`config.mk`:
```
export PLATFORM = sky130hd
export DESIGN_NAME = rr_req_arbiter
export DESIGN_NICKNAME = d
export VERILOG_FILES = /design/src/rtl/rr_req_arbiter.sv
export SDC_FILE = /design/constraint.sdc
export NUM_CORES = 1
export LEC_CHECK = 0
export ABC_AREA = 0
export BUFFER_PORTS_ARGS = -buffer_cell sky130_fd_sc_hd__buf_2
export CORE_MARGIN = 2
export CORE_UTILIZATION = 45
export CTS_CLUSTER_DIAMETER = 100
export DETAILED_ROUTE_END_ITERATION = 8
export PLACE_DENSITY = 0.72
export SYNTH_ARGS = -nofsm -noshare
export SYNTH_HDL_FRONTEND = slang
export SYNTH_SLANG_ARGS = --single-unit
```
`constraint.sdc`:
```
create_clock -name clk -period 3.6 [get_ports clk]
set_input_delay 0.18 -clock clk [delete_from_list [all_inputs] [get_ports clk]]
set_output_delay 0.18 -clock clk [all_outputs]
set_load 0.05 [all_outputs]
```
`src/rtl/rr_req_arbiter.sv`:
```
// Round-robin request arbiter feeding the 8-to-3 encoder.
// Issues a registered one-hot grant that is held until ack, then rotates
// priority so the requester just served becomes lowest priority.
// Optional feature: define RR_TIMEOUT_EN to force-release a grant held for
// TIMEOUT_CYCLES cycles without ack (pulses timeout for one cycle).
//
// state  | meaning
// -------+-----------------------------------------------------------
// S_IDLE | no grant outstanding; pick next winner from r_ptr upward
// S_GRANT| one-hot grant locked until ack (or forced release)
module rr_req_arbiter #(
  parameter int N_REQ          = 8,
  parameter int TIMEOUT_CYCLES = 16
) (
  input  logic             clk,
  input  logic             rst,
  input  logic [N_REQ-1:0] req,
  input  logic             ack,
  output logic [N_REQ-1:0] gnt,
  output logic             gnt_valid,
  output logic             timeout
);

  localparam int PW = (N_REQ > 1) ? $clog2(N_REQ) : 1;

  if (N_REQ < 2) begin : g_bad_n_req
    $error("rr_req_arbiter: N_REQ must be at least 2");
  end
  if (TIMEOUT_CYCLES < 2 || TIMEOUT_CYCLES > 255) begin : g_bad_timeout
    $error("rr_req_arbiter: TIMEOUT_CYCLES must be in 2..255");
  end

  typedef enum logic {S_IDLE, S_GRANT} state_t;

  state_t           r_state, w_state_nxt;
  logic [PW-1:0]    r_ptr, w_ptr_nxt;
  logic [PW-1:0]    r_win, w_win_nxt;
  logic [N_REQ-1:0] r_gnt, w_gnt_nxt;
  logic             r_gnt_valid, w_gnt_valid_nxt;

  logic             w_found;
  logic [PW-1:0]    w_pick;
  logic [PW:0]      w_idx;
  logic [PW:0]      w_inc;
  logic [PW-1:0]    w_ptr_inc;
  logic             w_release;

`ifdef RR_TIMEOUT_EN
  logic [7:0]       r_hold, w_hold_nxt;
  logic             r_timeout, w_timeout_nxt;
`endif

  // Find the first active request scanning upward from r_ptr with wrap.
  always_comb begin
    w_found = 1'b0;
    w_pick  = '0;
    w_idx   = '0;
    for (int i = 0; i < N_REQ; i++) begin
      w_idx = {1'b0, r_ptr} + (PW+1)'(i);
      if (w_idx >= (PW+1)'(N_REQ)) w_idx = w_idx - (PW+1)'(N_REQ);
      if (!w_found && req[w_idx[PW-1:0]]) begin
        w_found = 1'b1;
        w_pick  = w_idx[PW-1:0];
      end
    end
  end

  // Pointer value after releasing the current winner: one past it, wrapping.
  always_comb begin
    w_inc     = {1'b0, r_win} + (PW+1)'(1);
    w_ptr_inc = (w_inc == (PW+1)'(N_REQ)) ? '0 : w_inc[PW-1:0];
  end

  // Next-state and registered-output decode.
  always_comb begin
    w_state_nxt     = r_state;
    w_ptr_nxt       = r_ptr;
    w_win_nxt       = r_win;
    w_gnt_nxt       = r_gnt;
    w_gnt_valid_nxt = r_gnt_valid;
    w_release       = 1'b0;
`ifdef RR_TIMEOUT_EN
    w_hold_nxt      = r_hold;
    w_timeout_nxt   = 1'b0;
`endif
    case (r_state)
      S_IDLE: begin
        w_gnt_nxt       = '0;
        w_gnt_valid_nxt = 1'b0;
        if (w_found) begin
          w_gnt_nxt[w_pick] = 1'b1;
          w_gnt_valid_nxt   = 1'b1;
          w_win_nxt         = w_pick;
          w_state_nxt       = S_GRANT;
        end
`ifdef RR_TIMEOUT_EN
        w_hold_nxt = '0;
`endif
      end
      S_GRANT: begin
        // ack wins over a timeout landing on the same cycle
        if (ack) begin
          w_release = 1'b1;
`ifdef RR_TIMEOUT_EN
        end else if (r_hold == 8'(TIMEOUT_CYCLES - 1)) begin
          w_release     = 1'b1;
          w_timeout_nxt = 1'b1;
        end else begin
          w_hold_nxt = r_hold + 8'd1;
`endif
        end
        if (w_release) begin
          w_gnt_nxt       = '0;
          w_gnt_valid_nxt = 1'b0;
          w_ptr_nxt       = w_ptr_inc;
          w_state_nxt     = S_IDLE;
`ifdef RR_TIMEOUT_EN
          w_hold_nxt      = '0;
`endif
        end
      end
      default: begin
        w_state_nxt     = S_IDLE;
        w_gnt_nxt       = '0;
        w_gnt_valid_nxt = 1'b0;
      end
    endcase
  end

  // State and output registers with synchronous reset.
  always_ff @(posedge clk) begin
    if (rst) begin
      r_state     <= S_IDLE;
      r_ptr       <= '0;
      r_win       <= '0;
      r_gnt       <= '0;
      r_gnt_valid <= 1'b0;
`ifdef RR_TIMEOUT_EN
      r_hold      <= '0;
      r_timeout   <= 1'b0;
`endif
    end else begin
      r_state     <= w_state_nxt;
      r_ptr       <= w_ptr_nxt;
      r_win       <= w_win_nxt;
      r_gnt       <= w_gnt_nxt;
      r_gnt_valid <= w_gnt_valid_nxt;
`ifdef RR_TIMEOUT_EN
      r_hold      <= w_hold_nxt;
      r_timeout   <= w_timeout_nxt;
`endif
    end
  end

  assign gnt       = r_gnt;
  assign gnt_valid = r_gnt_valid;
`ifdef RR_TIMEOUT_EN
  assign timeout   = r_timeout;
`else
  assign timeout   = 1'b0;
`endif

endmodule
```
# Yosys cells after proc, flatten, opt, wreduce, memory -nomap -nowiden
# Cells that the tools add are included.
# W data, S select, Z words.
# totals
in_bits	11
output_inout_bits	10
reg_bits	16
word_cells	112
# classes
n_mux	53
add_sub_neg	16
bitwise_logic	1
n_reduce_logical	17
n_lt_le_gt_ge	18
n_eq_ne	2
# op_table
op	count
$mux W3	17
$lt A3 B4 Y1 const B	9
$ge A4 B4 Y1 const B	7
$bmux W1 S3	8
$sub A3 B1 Y3 const B	8
$mux W1	22
$add A3 B3 Y4 const B	4
$mux W8	2
$pmux W8 S2	1
$add A3 B1 Y4 const B	2
$add A3 B2 Y4 const B	2
$logic_and A1 B1 Y1	8
$logic_not A1 Y1	7
$eq A4 B4 Y1 const B	1
$ge A3 B4 Y1 const B	1
$pmux W1 S2	2
$reduce_and A2 Y1	2
$demux W1 S3	1
$ge A3 B1 Y1 const B	1
$ne A2 B1 Y1 const B	1
$not A1 Y1	1

# Depth between registers and ports, before layout
# Gate-level depths: netlist of run 1.
# logic_depth
word_depth	32
depth_mapped	12
mapped_depth_nobuf	9

# Least setup slack after synthesis of run 1
# No wires, ideal clock.
# synth_timing
path_kind	flip-flop to flip-flop
startpoint	register r_ptr[1]
endpoint	register r_gnt[1] (netlist: gnt[1])
period_less_slack_ns	3.312
slack_ns	0.288
setup_ns	0.117
path_stages_with_launch	12
t_arrival_ns	3.195
n_path_buf	2
required_ns	3.483
path_cell_list	dfxtp_1 > buf_2 > inv_1 > ha_1 > buf_6 > mux2_4 > mux4_2 > o32a_4 > nor3_4 > a31oi_2 > and4b_1 > a32o_1
# synth_via
elab_chain_len	32
word_cells_on_any_way	84
classes_between	15 x add/sub; 10 x order compare; 44 x mux; 15 x reduce/logical
# synth_lines
element	line	rtl
from (decl)	36	logic [PW-1:0] r_ptr, w_ptr_nxt;
from (signal assigned)	144	r_ptr <= w_ptr_nxt;
branches (longest 30 deep; another with $add A3 B1 Y4)	-	
$mux W8 *	90	if (w_found) begin
$pmux W8 S2 *	86	case (r_state)
to (signal assigned)	146	r_gnt <= w_gnt_nxt;
to (decl)	38	logic [N_REQ-1:0] r_gnt, w_gnt_nxt;
# Every way passes the cells marked *. The select of a mux whose other input is x is not followed.
# A chain may end at the register's enable or synchronous reset.

# Worst setup path in the final report of run 1
# layout_timing
startpoint	register r_ptr[0]
endpoint	register r_gnt[3] (netlist: gnt[3])
# The elaborated chain is that of the path after synthesis.

==> results of run 1 <==
flip-flops by register name, indices dropped and copies added (netlist names):
| name | count |
|---|---|
| gnt_valid | 1 |
| r_ptr | 3 |
| r_win | 3 |
| r_state | 1 |
| gnt | 8 |
per-layer routing:
metal | global-route usage, % | share of wire, % | up-vias
li1 | - | - | 678
met1 | 26.86 | 43 | 727
met2 | 34.79 | 50 | 46
met3 | 3.819 | 5.0 | 8
met4 | 8.245 | 1.4 | 0
met5 | 0 | 0 | -
worst register-to-register path: stages, from the launching register on:
cell and delay, ns:
sky130_fd_sc_hd__dfxtp_1 0.33, sky130_fd_sc_hd__inv_1 0.08, sky130_fd_sc_hd__ha_1 0.58, sky130_fd_sc_hd__mux2_2 0.41, sky130_fd_sc_hd__mux4_2 0.50, sky130_fd_sc_hd__o32a_4 0.37
sky130_fd_sc_hd__nor3_4 0.29, sky130_fd_sc_hd__a31oi_2 0.25, sky130_fd_sc_hd__and4b_1 0.30, sky130_fd_sc_hd__a32o_1 0.22
per-stage QoR:
stage	hold WS, ns	cell area [um^2]	std cells
floorplan	0.3401	1673	160
global placement	0.4349	1785	221
detailed placement	0.4383	1785	221
CTS	0.2138	1827	224
global route	0.2276	1827	224
finish	0.2159	1827	224
kinds of logic (layout without fill, tap and decap cells):
kind of cell	count (synthesis)	count (layout)	share of synthesized area, %
mux	31	31	31.26
buf+inv	16	32	5.460
xor+xnor	4	4	2.095
flops	16	16	19.15
fa+ha+maj	3	3	2.244
compound gates	44	44	23.19
other cells	1	1	0.2242
simple gates	45	45	16.38
power by group:
| part | internal, mW | switching, mW | total [mW] |
|---|---|---|---|
| Combinational | 0.152 | 0.219 | 0.371 |
| Clock | 0.0741 | 0.0568 | 0.131 |
| Sequential | 0.194 | 0.0131 | 0.207 |
| Total | 0.421 | 0.289 | 0.710 |
layout make-up:
cell class	instances	area [um^2]	area share, %
inverters	7	26.28	1.438
flip-flops and latches	16	320.3	17.53
multi-input cells	128	1261	69.04
repair buffers	22	117.6	6.438
well taps	48	60.06	3.288
clock buffers	3	41.29	2.260
cell usage after synthesis (3+ instances only):
cell type	instances
sky130_fd_sc_hd__a32o_1	4
sky130_fd_sc_hd__dfxtp_1	16
sky130_fd_sc_hd__xor2_1	3
sky130_fd_sc_hd__buf_2	4
sky130_fd_sc_hd__mux2i_1	7
sky130_fd_sc_hd__o21ai_0	3
sky130_fd_sc_hd__mux2_2	4
sky130_fd_sc_hd__ha_1	3
sky130_fd_sc_hd__nand2_1	6
sky130_fd_sc_hd__a21oi_1	7
sky130_fd_sc_hd__nand2b_1	5
sky130_fd_sc_hd__inv_1	6
sky130_fd_sc_hd__buf_6	3
sky130_fd_sc_hd__o221ai_1	3
sky130_fd_sc_hd__nor2_1	12
sky130_fd_sc_hd__mux2_4	3
sky130_fd_sc_hd__mux4_2	15
sky130_fd_sc_hd__a211oi_1	4
sky130_fd_sc_hd__nor3_1	4
path summary, 6_finish.rpt:
path	from	end	slack, ns	depth (start not counted)
max reg2reg	r_ptr[0]	gnt[3]	0.16	9
min reg2reg	gnt[4]	gnt[4]	0.46	2
max	r_ptr[0]	gnt[3]	0.16	9
min	ack	r_ptr[1]	0.22	3
==> results_tabular.tex, run 1 <==
\begin{tabular}{lr}
\hline
Metric & Value \\
\hline
\multicolumn{2}{l}{\textbf{Route}} \\
Antenna viol nets, final & 0 \\
Count of unresolved DRC violations after routing & 0 \\
Average wire per standard cell & 18.12 um \\
Drt total wl & 4058 um \\
Vias per inst & between 6 and 7 \\
Number of optimization iterations in the first detailed-route pass & 4 \\
Initial DRC count & 86 \\
Via total after detailed routing & 1,459 \\
\multicolumn{2}{l}{\textbf{Outcome}} \\
Status & completed \\
\multicolumn{2}{l}{\textbf{STA}} \\
Final max-slew violation count & 0 \\
Final critical-path share of the clock period & 95.47\% \\
Highest Clock Rate & just under 0.3 GHz \\
Unrepaired setup endpoints after global routing & false \\
Worst slew margin relative to its limit & 65.79\% \\
Least-Margin Pin Slew & roughly 0.51 ns \\
Worst-case setup margin in the final layout & $\sim$0.16 ns \\
Worst Skew & 0.0008428 ns \\
Final critical path time including I/O delays and setup & 3.437 ns \\
Fin Setup TNS & 0 ns \\
Total setup violations reported at the end of the flow & 0 \\
Final-report hold violation count & 0 \\
\multicolumn{2}{l}{\textbf{Worst setup path}} \\
Worst endpoint data arrival time & between 3 and 4 ns \\
Data required, critical path & 3.74 ns \\
Stage delay of the slowest cell on the critical path & 0.58 ns \\
CP Class & register to register \\
Dominant delay contributor by cell family on the critical path & multiplexers \\
CP bufs+invs & 1 \\
Launching element type of the critical path & register \\
Crit. End Element & register \\
Chain of cells forming the critical path & inv\_1 -> ha\_1 -> mux2\_2 -> mux4\_2 -> o32a\_4 -> nor3\_4 -> a31oi\_2 -> and4b\_1 -> a32o\_1 \\
Highest net fanout along the worst path & 12 \\
Cell type of the slowest stage on the worst timing path & sky130\_fd\_sc\_hd\_\_ha\_1 \\
\multicolumn{2}{l}{\textbf{Finish}} \\
NumNets Final & around 190 \\
Synth-to-layout area growth & 9.200\% \\
Filler cell count & 326 \\
Commonest cells after routing, fill and taps aside & sky130\_fd\_sc\_hd\_\_buf\_2 (19), sky130\_fd\_sc\_hd\_\_dfxtp\_1 (16), sky130\_fd\_sc\_hd\_\_mux4\_2 (15) \\
Proportion of layout cells with a drive suffix above 1 & 32.95\% \\
Count of inserted antenna diode cells & 0 \\
Final core area utilization & between 50\% and 60\% \\
Most common cell after layout, fill and taps aside & sky130\_fd\_sc\_hd\_\_buf\_2 \\
\multicolumn{2}{l}{\textbf{Synth}} \\
Proportion of netlist area held by the largest area contributor & 20.19\% \\
Share of async-settable or async-resettable flops after synthesis & 0\% \\
Number of synthesized flops with an enable pin & 0 \\
Post-Syn Instances & 160 \\
Portion of the post-synthesis area used by sequential elements & about a fifth \\
Avg Inst Size Synth & $\sim$10 um\^{}2 \\
Number of register bits inferred by synthesis & 16 \\
Post-Synthesis Net Count & 174 \\
Cell types occupying the most area after synthesis & sky130\_fd\_sc\_hd\_\_mux4\_2 (20\%), sky130\_fd\_sc\_hd\_\_dfxtp\_1 (19\%), sky130\_fd\_sc\_hd\_\_mux2i\_1 (4.2\%), sky130\_fd\_sc\_hd\_\_mux2\_2 (2.7\%), sky130\_fd\_sc\_hd\_\_mux2\_4 (2.7\%) \\
Ys flop type & sky130\_fd\_sc\_hd\_\_dfxtp\_1 \\
Top cell type by total area after synthesis & sky130\_fd\_sc\_hd\_\_mux4\_2 \\
Yosys warns & 0 \\
Unique cell type count in the Yosys netlist & 60 \\
Post-synth design cell area & roughly 0.0017 mm\^{}2 \\
\multicolumn{2}{l}{\textbf{Global routing}} \\
Global-route wire length before repair & just under 7000 um \\
Vias in the first global route & 1,448 \\
Final global-route overflow total & 0 \\
Pin count of the biggest net entering global routing & 16 \\
Number of antenna violations at the first check in global routing & 0 \\
Global router's overall resource usage & 20.95\% \\
\multicolumn{2}{l}{\textbf{Clocking}} \\
Clock latency of the later-clocked register in the worst-skew pair & between 0.2 and 0.3 ns \\
Number of sinks driven by the clock tree & 16 \\
Resized Gates After CTS & 0 \\
\# H-tree levels & 1 \\
TritonCTS clock tree & done \\
Max clock buf depth & 2 \\
Clk pin slew, worst setup/hold paths & 0.06 ns \\
Number of buffers inserted for hold repair after clock tree synthesis & 0 \\
Cts bufs inserted & 3 \\
Root Driver & sky130\_fd\_sc\_hd\_\_clkbuf\_8 \\
Number of setup buffers added after CTS & 0 \\
\multicolumn{2}{l}{\textbf{Pwr}} \\
Overall power after layout & slightly above 700 uW \\
Power per unit of standard cell area & roughly 400 mW/mm\^{}2 \\
Cell leakage power & about 0.69 nW \\
Peak supply drop & 268.3 uV \\
\multicolumn{2}{l}{\textbf{Place}} \\
I/O Buffers & 19 \\
RePlAce Congestion & 0.8991 \\
Half-perimeter wire length after placement & 3003 um \\
Worst setup slack before clock tree synthesis & approximately 0.22 ns \\
\multicolumn{2}{l}{\textbf{Floorplanning}} \\
Die Footprint & 0.004221 mm\^{}2 \\
Core box area & 0.003606 mm\^{}2 \\
Core Rows & 22 \\
Starting density of the core & 46.39\% \\
Die H & 64.97 um \\
Count of pins on the block boundary & 21 \\
Overall die width & 64.97 um \\
\multicolumn{2}{l}{\textbf{Flow run}} \\
Number of max-capacitance violations reported & 0 \\
\multicolumn{2}{l}{\textbf{Min path}} \\
Class of the most critical hold timing path & input port to register \\
\hline
\end{tabular}
Power figures use the tool's default switching activity.
==> run 2: changes to the inputs <==
Settings changed: RECOVER_POWER from default to 25.
==> run 2 against run 1 <==
Against the previous run: sequential share of layout area grew 0.072 points; critical endpoint unchanged; critical path type unchanged; fmax shrank 0.55%; clock-buffer cell count did not move; non-clock buffer count unchanged; combinational power is essentially flat; power down 0.24%; global-route usage is the same.
==> results_tabular.tex, run 2 (synthesis gave the netlist of run 1 again) <==
\begin{tabular}{lr}
\hline
Metric & Value \\
\hline
\multicolumn{2}{l}{\textbf{Outcome}} \\
Status & completed \\
\multicolumn{2}{l}{\textbf{Finish}} \\
Final Cell Area & 0.001819 mm\^{}2 (-0.41\%) \\
Synth-to-layout area growth & 8.751\% \\
Max reg flops & 8 (unchanged) \\
NumNets Final & 192 (unchanged) \\
Count of inserted antenna diode cells & 0 (unchanged) \\
Commonest cells after routing, fill and taps aside & sky130\_fd\_sc\_hd\_\_dfxtp\_1 (16), sky130\_fd\_sc\_hd\_\_buf\_2 (16), sky130\_fd\_sc\_hd\_\_mux4\_2 (15) \\
Proportion of layout cells with a drive suffix above 1 & 30.68\% (-2.3 points) \\
\multicolumn{2}{l}{\textbf{Floorplanning}} \\
Overall die width & 64.97 um (unchanged) \\
Die H & 64.97 um (unchanged) \\
Starting density of the core & 46.39\% (unchanged) \\
Die Footprint & 0.004221 mm\^{}2 (unchanged) \\
Count of pins on the block boundary & 21 (unchanged) \\
Core Rows & 22 (unchanged) \\
Core box area & 0.003606 mm\^{}2 (unchanged) \\
\multicolumn{2}{l}{\textbf{Worst setup path}} \\
Chain of cells forming the critical path & inv\_1 -> ha\_1 -> mux2\_2 -> mux4\_2 -> o32a\_4 -> nor3\_4 -> a31oi\_2 -> and4b\_1 -> a32o\_1 \\
Worst endpoint data arrival time & 3.60 ns (+0.02 ns) \\
Worst r2r path cells & 9 (unchanged) \\
Data required, critical path & 3.74 ns (about the same) \\
Cell type of the slowest stage on the worst timing path & sky130\_fd\_sc\_hd\_\_ha\_1 \\
Dominant delay contributor by cell family on the critical path & multiplexers \\
Highest net fanout along the worst path & 12 (unchanged) \\
Launching element type of the critical path & register \\
Setup slack, reg-to-reg & 0.14 ns (-0.02 ns) \\
Endpoint of the lowest-slack register-to-register path & gnt[3] \\
Crit. End Element & register \\
Stage delay of the slowest cell on the critical path & 0.58 ns (about the same) \\
CP bufs+invs & 1 (unchanged) \\
RR Startpoint & r\_ptr[0] \\
CP Class & register to register \\
\multicolumn{2}{l}{\textbf{Route}} \\
Via total after detailed routing & 1,450 (-0.62\%) \\
Antenna viol nets, final & 0 (unchanged) \\
Vias per inst & 6.473 (-0.62\%) \\
Average wire per standard cell & 17.79 um (-1.8\%) \\
Initial DRC count & 92 (+7.0\%) \\
Drt total wl & 3986 um (-1.8\%) \\
Count of unresolved DRC violations after routing & 0 (unchanged) \\
Number of optimization iterations in the first detailed-route pass & 4 (unchanged) \\
\multicolumn{2}{l}{\textbf{Clocking}} \\
Number of setup buffers added after CTS & 0 (unchanged) \\
Clock latency of the later-clocked register in the worst-skew pair & 0.25 ns (about the same) \\
Clk pin slew, worst setup/hold paths & 0.06 ns (about the same) \\
Root Driver & sky130\_fd\_sc\_hd\_\_clkbuf\_8 \\
Number of sinks driven by the clock tree & 16 (unchanged) \\
Resized Gates After CTS & 0 (unchanged) \\
\# H-tree levels & 1 (unchanged) \\
Number of buffers inserted for hold repair after clock tree synthesis & 0 (unchanged) \\
TritonCTS clock tree & done \\
Max clock buf depth & 2 (unchanged) \\
Cts bufs inserted & 3 (unchanged) \\
\multicolumn{2}{l}{\textbf{STA}} \\
Worst Skew & 0.0008248 ns (-0.00001799 ns) \\
Highest Clock Rate & 0.2894 GHz (-0.55\%) \\
Least-Margin Pin Slew & 0.7312 ns (+0.2187 ns) \\
Final max-slew violation count & 0 (unchanged) \\
Final-report hold violation count & 0 (unchanged) \\
Unrepaired setup endpoints after global routing & false \\
Final critical path time including I/O delays and setup & 3.456 ns (+0.01894 ns) \\
Total setup violations reported at the end of the flow & 0 (unchanged) \\
Final critical-path share of the clock period & 96.00\% (+0.53 points) \\
Fin Setup TNS & 0 ns (unchanged) \\
Worst slew margin relative to its limit & 51.25\% (-15 points) \\
\multicolumn{2}{l}{\textbf{Pwr}} \\
Power per unit of standard cell area & 389.2 mW/mm\^{}2 (+0.17\%) \\
Peak supply drop & 267.8 uV (-0.15\%) \\
Cell leakage power & 0.6768 nW (-2.5\%) \\
\multicolumn{2}{l}{\textbf{Place}} \\
RePlAce Congestion & 0.8991 (unchanged) \\
Placed standard-cell area & 0.001785 mm\^{}2 (unchanged) \\
Half-perimeter wire length after placement & 3003 um (unchanged) \\
I/O Buffers & 19 (unchanged) \\
\multicolumn{2}{l}{\textbf{Global routing}} \\
Vias in the first global route & 1,448 (unchanged) \\
Global router's overall resource usage & 20.95\% (unchanged) \\
Pin count of the biggest net entering global routing & 16 (unchanged) \\
Final global-route overflow total & 0 (unchanged) \\
Number of antenna violations at the first check in global routing & 0 (unchanged) \\
Global-route wire length before repair & 6913 um (unchanged) \\
\multicolumn{2}{l}{\textbf{Min path}} \\
Class of the most critical hold timing path & input port to register \\
Cell depth of the worst hold path & 3 (unchanged) \\
Endpoint of the worst hold path & r\_ptr[1] \\
Start point of the worst hold path & ack \\
\multicolumn{2}{l}{\textbf{Flow run}} \\
Number of max-capacitance violations reported & 0 (unchanged) \\
\hline
\end{tabular}
run 2: per-layer routing:
metal	track usage [%]	vias to the layer above	routed length (um)
li1	-	678	-
met1	26.86	725	1772
met2	34.79	41	2007
met3	3.819	6	156
met4	8.245	0	51
met5	0	-	0
run 2: layout make-up:
| cell class | count | area (um^2) |
|---|---|---|
| Multi-Input combinational cell | 128 | 1261 |
| Sequential cell | 16 | 320.3 |
| Timing Repair Buffer | 22 | 110.1 |
| Tap cell | 48 | 60.06 |
| Inverter | 7 | 26.28 |
| Fill cell | 330 | 1787 |
| Clock buffer | 3 | 41.29 |
run 2: where the power goes:
group          internal, mW  switching [mW]  total [mW]
combinational         0.152           0.218       0.370
sequential            0.194          0.0129       0.207
clock                0.0741          0.0567       0.131
total                 0.420           0.288       0.708
run 2: stage by stage:
stage                     setup slack [ns]  util (%)  std cells  power [mW]  hold WS, ns
after floorplan                     0.2880         -        160      0.5060       0.3401
after global placement              0.3035     49.51        221      0.5675       0.4349
after detailed placement            0.2241     49.51        221      0.5747       0.4383
after CTS                           0.1947     50.66        224      0.7072       0.2138
after global routing              0.002814     50.45        224      0.7514       0.2276
final                               0.1440     50.45        224      0.7080       0.2160
run 2: how the worst max path moves through the flow:
stage / endpoint / start / depth (start not counted)
finish: gnt[3] / r_ptr[0] / 9
global route: gnt[0] / r_ptr[0] / 10
CTS: gnt[1] / r_ptr[0] / 9
detailed placement: gnt[1] / r_ptr[0] / 9
global placement: gnt[3] / r_ptr[0] / 10
floorplan: gnt[1] / r_ptr[1] / 11
run 2: tightest hold or removal path: cells and delay by family:
family | cells | cell delay (ns)
compound gates | 1 | 0.05
simple gates | 1 | 0.07
buf+inv | 1 | 0.11
==> run 3: changes to the inputs <==
Settings changed: ABC_AREA 0 to 1, CORE_UTILIZATION 45 to 51, PLACE_DENSITY 0.72 to 0.8.
==> run 3 against run 2 <==
Against the previous run: largest power group unchanged; area after synthesis down 14%; register-to-register slack improved by 0.51 ns; first-iteration DRC count down 18%; cell count rose by 23%; sequential power rose by 3%; highest routed layer unchanged; sequential share of layout area grew 2.8 points.
==> results_tabular.tex, run 3 <==
\begin{tabular}{lr}
\hline
Metric & Value \\
\hline
\multicolumn{2}{l}{\textbf{STA}} \\
Worst Skew & 0.01037 ns (+0.009543 ns) \\
Final-report hold violation count & 0 (unchanged) \\
Least-Margin Pin Slew & 0.6524 ns (-0.07878 ns) \\
Worst slew margin relative to its limit & 56.45\% (+5.2 points) \\
Final critical path time including I/O delays and setup & 2.948 ns (-0.5079 ns) \\
Total setup violations reported at the end of the flow & 0 (unchanged) \\
Final critical-path share of the clock period & 81.89\% (-14 points) \\
Highest Clock Rate & 0.3392 GHz (+17\%) \\
Fin Setup TNS & 0 ns (unchanged) \\
Unrepaired setup endpoints after global routing & false \\
Final max-slew violation count & 0 (unchanged) \\
\multicolumn{2}{l}{\textbf{Synth}} \\
Share of async-settable or async-resettable flops after synthesis & 0\% (unchanged) \\
Cell types occupying the most area after synthesis & sky130\_fd\_sc\_hd\_\_dfxtp\_1 (22\%), sky130\_fd\_sc\_hd\_\_nand2\_1 (14\%), sky130\_fd\_sc\_hd\_\_nand3\_1 (12\%), sky130\_fd\_sc\_hd\_\_nor2\_1 (9.6\%), sky130\_fd\_sc\_hd\_\_inv\_1 (5.2\%) \\
Portion of the post-synthesis area used by sequential elements & 22.15\% (+3.0 points) \\
Ys flop type & sky130\_fd\_sc\_hd\_\_dfxtp\_1 \\
Top cell type by total area after synthesis & sky130\_fd\_sc\_hd\_\_dfxtp\_1 \\
Post-Syn Instances & 226 (+41\%) \\
Number of register bits inferred by synthesis & 16 (unchanged) \\
Post-Synthesis Net Count & 240 (+38\%) \\
Avg Inst Size Synth & 6.400 um\^{}2 (-39\%) \\
Yosys warns & 0 (unchanged) \\
Unique cell type count in the Yosys netlist & 33 (-45\%) \\
Number of synthesized flops with an enable pin & 0 (unchanged) \\
Leading post-synthesis cells by instance count & sky130\_fd\_sc\_hd\_\_nand2\_1 (53), sky130\_fd\_sc\_hd\_\_nor2\_1 (37), sky130\_fd\_sc\_hd\_\_nand3\_1 (34) \\
Most frequent cell after synthesis & sky130\_fd\_sc\_hd\_\_nand2\_1 \\
Proportion of netlist area held by the largest area contributor & 22.15\% (+2.0 points) \\
Post-synth design cell area & 0.001446 mm\^{}2 (-14\%) \\
\multicolumn{2}{l}{\textbf{Worst setup path}} \\
RR Startpoint & r\_ptr[1] \\
Setup slack, reg-to-reg & 0.65 ns (+0.51 ns) \\
Cell type of the slowest stage on the worst timing path & sky130\_fd\_sc\_hd\_\_dfxtp\_1 \\
Worst r2r path cells & 16 (+7) \\
Most common cell on crit path & sky130\_fd\_sc\_hd\_\_inv\_2 \\
Crit. End Element & register \\
Highest net fanout along the worst path & 10 (-2) \\
Data required, critical path & 3.79 ns (+0.05 ns) \\
Launching element type of the critical path & register \\
Stage delay of the slowest cell on the critical path & 0.54 ns (-0.04 ns) \\
Endpoint of the lowest-slack register-to-register path & gnt[5] \\
CP bufs+invs & 5 (+4) \\
Dominant delay contributor by cell family on the critical path & simple AND/OR/NAND/NOR gates \\
Worst endpoint data arrival time & 3.14 ns (-0.46 ns) \\
Chain of cells forming the critical path & inv\_1 -> ha\_1 -> inv\_1 -> nand3\_1 -> nand2\_1 -> nor2\_1 -> a31oi\_1 -> inv\_2 -> nor2\_4 -> nand3\_1 -> nand2\_2 -> inv\_2 -> nand3\_2 -> inv\_2 -> nand2\_1 -> a21oi\_2 \\
CP Class & register to register \\
\multicolumn{2}{l}{\textbf{Global routing}} \\
Global routing usage on met1 & 26.44\% (-0.41 points) \\
Vias in the first global route & 1,306 (-9.8\%) \\
Most utilized layer in the global route result & met2 \\
Final global-route overflow total & 0 (unchanged) \\
Global router's overall resource usage & 21.41\% (+0.46 points) \\
Global-route wire length before repair & 5554 um (-20\%) \\
Met3 usage & 7.029\% (+3.2 points) \\
Global-route met2 utilization & 36.45\% (+1.7 points) \\
Number of antenna violations at the first check in global routing & 0 (unchanged) \\
Pin count of the biggest net entering global routing & 12 (-4) \\
\multicolumn{2}{l}{\textbf{Floorplanning}} \\
Count of pins on the block boundary & 21 (unchanged) \\
Starting density of the core & 52.91\% (+6.5 points) \\
Overall die width & 57.26 um (-12\%) \\
Core Rows & 19 (-14\%) \\
Die H & 57.26 um (-12\%) \\
Die Footprint & 0.003278 mm\^{}2 (-22\%) \\
Core box area & 0.002734 mm\^{}2 (-24\%) \\
\multicolumn{2}{l}{\textbf{Route}} \\
Count of unresolved DRC violations after routing & 0 (unchanged) \\
Initial DRC count & 75 (-18\%) \\
Drt total wl & 3297 um (-17\%) \\
Average wire per standard cell & 11.95 um (-33\%) \\
Vias per inst & 5.239 (-19\%) \\
Antenna viol nets, final & 0 (unchanged) \\
Number of optimization iterations in the first detailed-route pass & 5 (+1) \\
Via total after detailed routing & 1,446 (-0.28\%) \\
\multicolumn{2}{l}{\textbf{Pwr}} \\
Power dissipated by switching net loads & 331.6 uW (+15\%) \\
Sw Share & 47.55\% (+6.9 points) \\
Part of the power in combinational logic & 51.5\% (-0.8 points) \\
Design internal power & 365.7 uW (-13\%) \\
Part of the power in registers & 30.6\% (+1.3 points) \\
Peak supply drop & 444.6 uV (+66\%) \\
Clock network fraction of design power & 17.8\% (-0.7 points) \\
Cell leakage power & 0.7770 nW (+15\%) \\
Power per unit of standard cell area & 444.1 mW/mm\^{}2 (+14\%) \\
\multicolumn{2}{l}{\textbf{Outcome}} \\
Status & completed \\
\multicolumn{2}{l}{\textbf{Min path}} \\
Start point of the worst hold path & rst \\
Class of the most critical hold timing path & input port to register \\
Cell depth of the worst hold path & 2 (-1) \\
Endpoint of the worst hold path & gnt[4] \\
\multicolumn{2}{l}{\textbf{Clocking}} \\
Clock latency of the later-clocked register in the worst-skew pair & 0.30 ns (+0.05 ns) \\
Root Driver & sky130\_fd\_sc\_hd\_\_clkbuf\_4 \\
Number of setup buffers added after CTS & 0 (unchanged) \\
TritonCTS clock tree & done \\
Number of sinks driven by the clock tree & 16 (unchanged) \\
Cts bufs inserted & 3 (unchanged) \\
Number of buffers inserted for hold repair after clock tree synthesis & 0 (unchanged) \\
Clk pin slew, worst setup/hold paths & 0.10 ns (+0.04 ns) \\
Resized Gates After CTS & 0 (unchanged) \\
Max clock buf depth & 2 (unchanged) \\
\# H-tree levels & 1 (unchanged) \\
\multicolumn{2}{l}{\textbf{Finish}} \\
Max reg flops & 8 (unchanged) \\
NumNets Final & 260 (+35\%) \\
Most common cell after layout, fill and taps aside & sky130\_fd\_sc\_hd\_\_nand2\_1 \\
Final core area utilization & 57.44\% (+7.0 points) \\
Proportion of layout cells with a drive suffix above 1 & 20.00\% (-11 points) \\
Commonest cells after routing, fill and taps aside & sky130\_fd\_sc\_hd\_\_nand2\_1 (53), sky130\_fd\_sc\_hd\_\_nor2\_1 (37), sky130\_fd\_sc\_hd\_\_nand3\_1 (34) \\
Count of inserted antenna diode cells & 0 (unchanged) \\
Synth-to-layout area growth & 8.564\% \\
\multicolumn{2}{l}{\textbf{Flow run}} \\
Number of max-capacitance violations reported & 0 (unchanged) \\
\multicolumn{2}{l}{\textbf{Place}} \\
Half-perimeter wire length after placement & 2598 um (-13\%) \\
RePlAce Congestion & 0.9851 (+9.6\%) \\
I/O Buffers & 19 (unchanged) \\
\hline
\end{tabular}
run 3: worst max-delay path by stage:
stage               startpoint  endpoint  slack (ns)  cells after the start
floorplan             r_ptr[1]    gnt[3]        1.24                     17
finish                r_ptr[1]    gnt[5]        0.65                     16
global placement      r_ptr[1]    gnt[5]        0.85                     16
CTS                   r_ptr[1]    gnt[5]        0.77                     16
global route          r_ptr[1]    gnt[5]        0.35                     16
detailed placement    r_ptr[1]    gnt[5]        0.81                     16
run 3: final cells by class:
cell class | count | area, um^2
Clock buffer | 4 | 36.28
Tap cell | 31 | 38.79
Inverter | 28 | 105.1
Timing Repair Buffer | 20 | 93.84
Multi-Input combinational cell | 177 | 975.9
Sequential cell | 16 | 320.3
Fill cell | 267 | 1164
run 3: power by group through the flow:
stage,registers (mW),logic (mW),clock network [mW]
floorplan,0.247,0.262,0
global placement,0.217,0.352,0
detailed placement,0.217,0.355,0
CTS,0.213,0.359,0.126
global route,0.216,0.400,0.132
finish,0.213,0.359,0.124
run 3: logic make-up after synthesis:
group	synth area share (%)
and+or+nand+nor	48.87
buffers and inverters	10.38
AOI/OAI and AO/OA	10.21
DFF	22.15
xor gates and xnor gates	5.537
adders and majority gates	2.595
other	0.2593
run 3: worst register-to-register path, delay by kind of cell, from the launching register on:
| kind | cells | cell delay [ns] |
|---|---|---|
| AO/OA/AOI/OAI | 2 | 0.38 |
| adder cells (fa/ha/maj) | 1 | 0.39 |
| buffers and inverters | 5 | 0.63 |
| flip-flops | 1 | 0.54 |
| AND/OR/NAND/NOR | 8 | 0.90 |
run 3: metal layers:
metal	up-vias	part of all wire, %	routed length (um)
met4	0	0.70	23
met2	46	48	1581
met3	4	6.5	214
li1	769	-	-
met1	627	45	1477
met5	-	0	0
run 3: metrics by stage:
stage               power (mW)  instance area (um^2)  instances  hold WS, ns  setup slack, ns
floorplan               0.5092                  1446        226       0.3619            1.237
global placement        0.5688                  1543        272       0.4507           0.8473
detailed placement      0.5722                  1543        272       0.4587           0.8068
CTS                     0.6978                  1579        276       0.1762           0.7677
global route            0.7477                  1570        276       0.1901           0.3534
finish                  0.6973                  1570        276       0.1720           0.6519
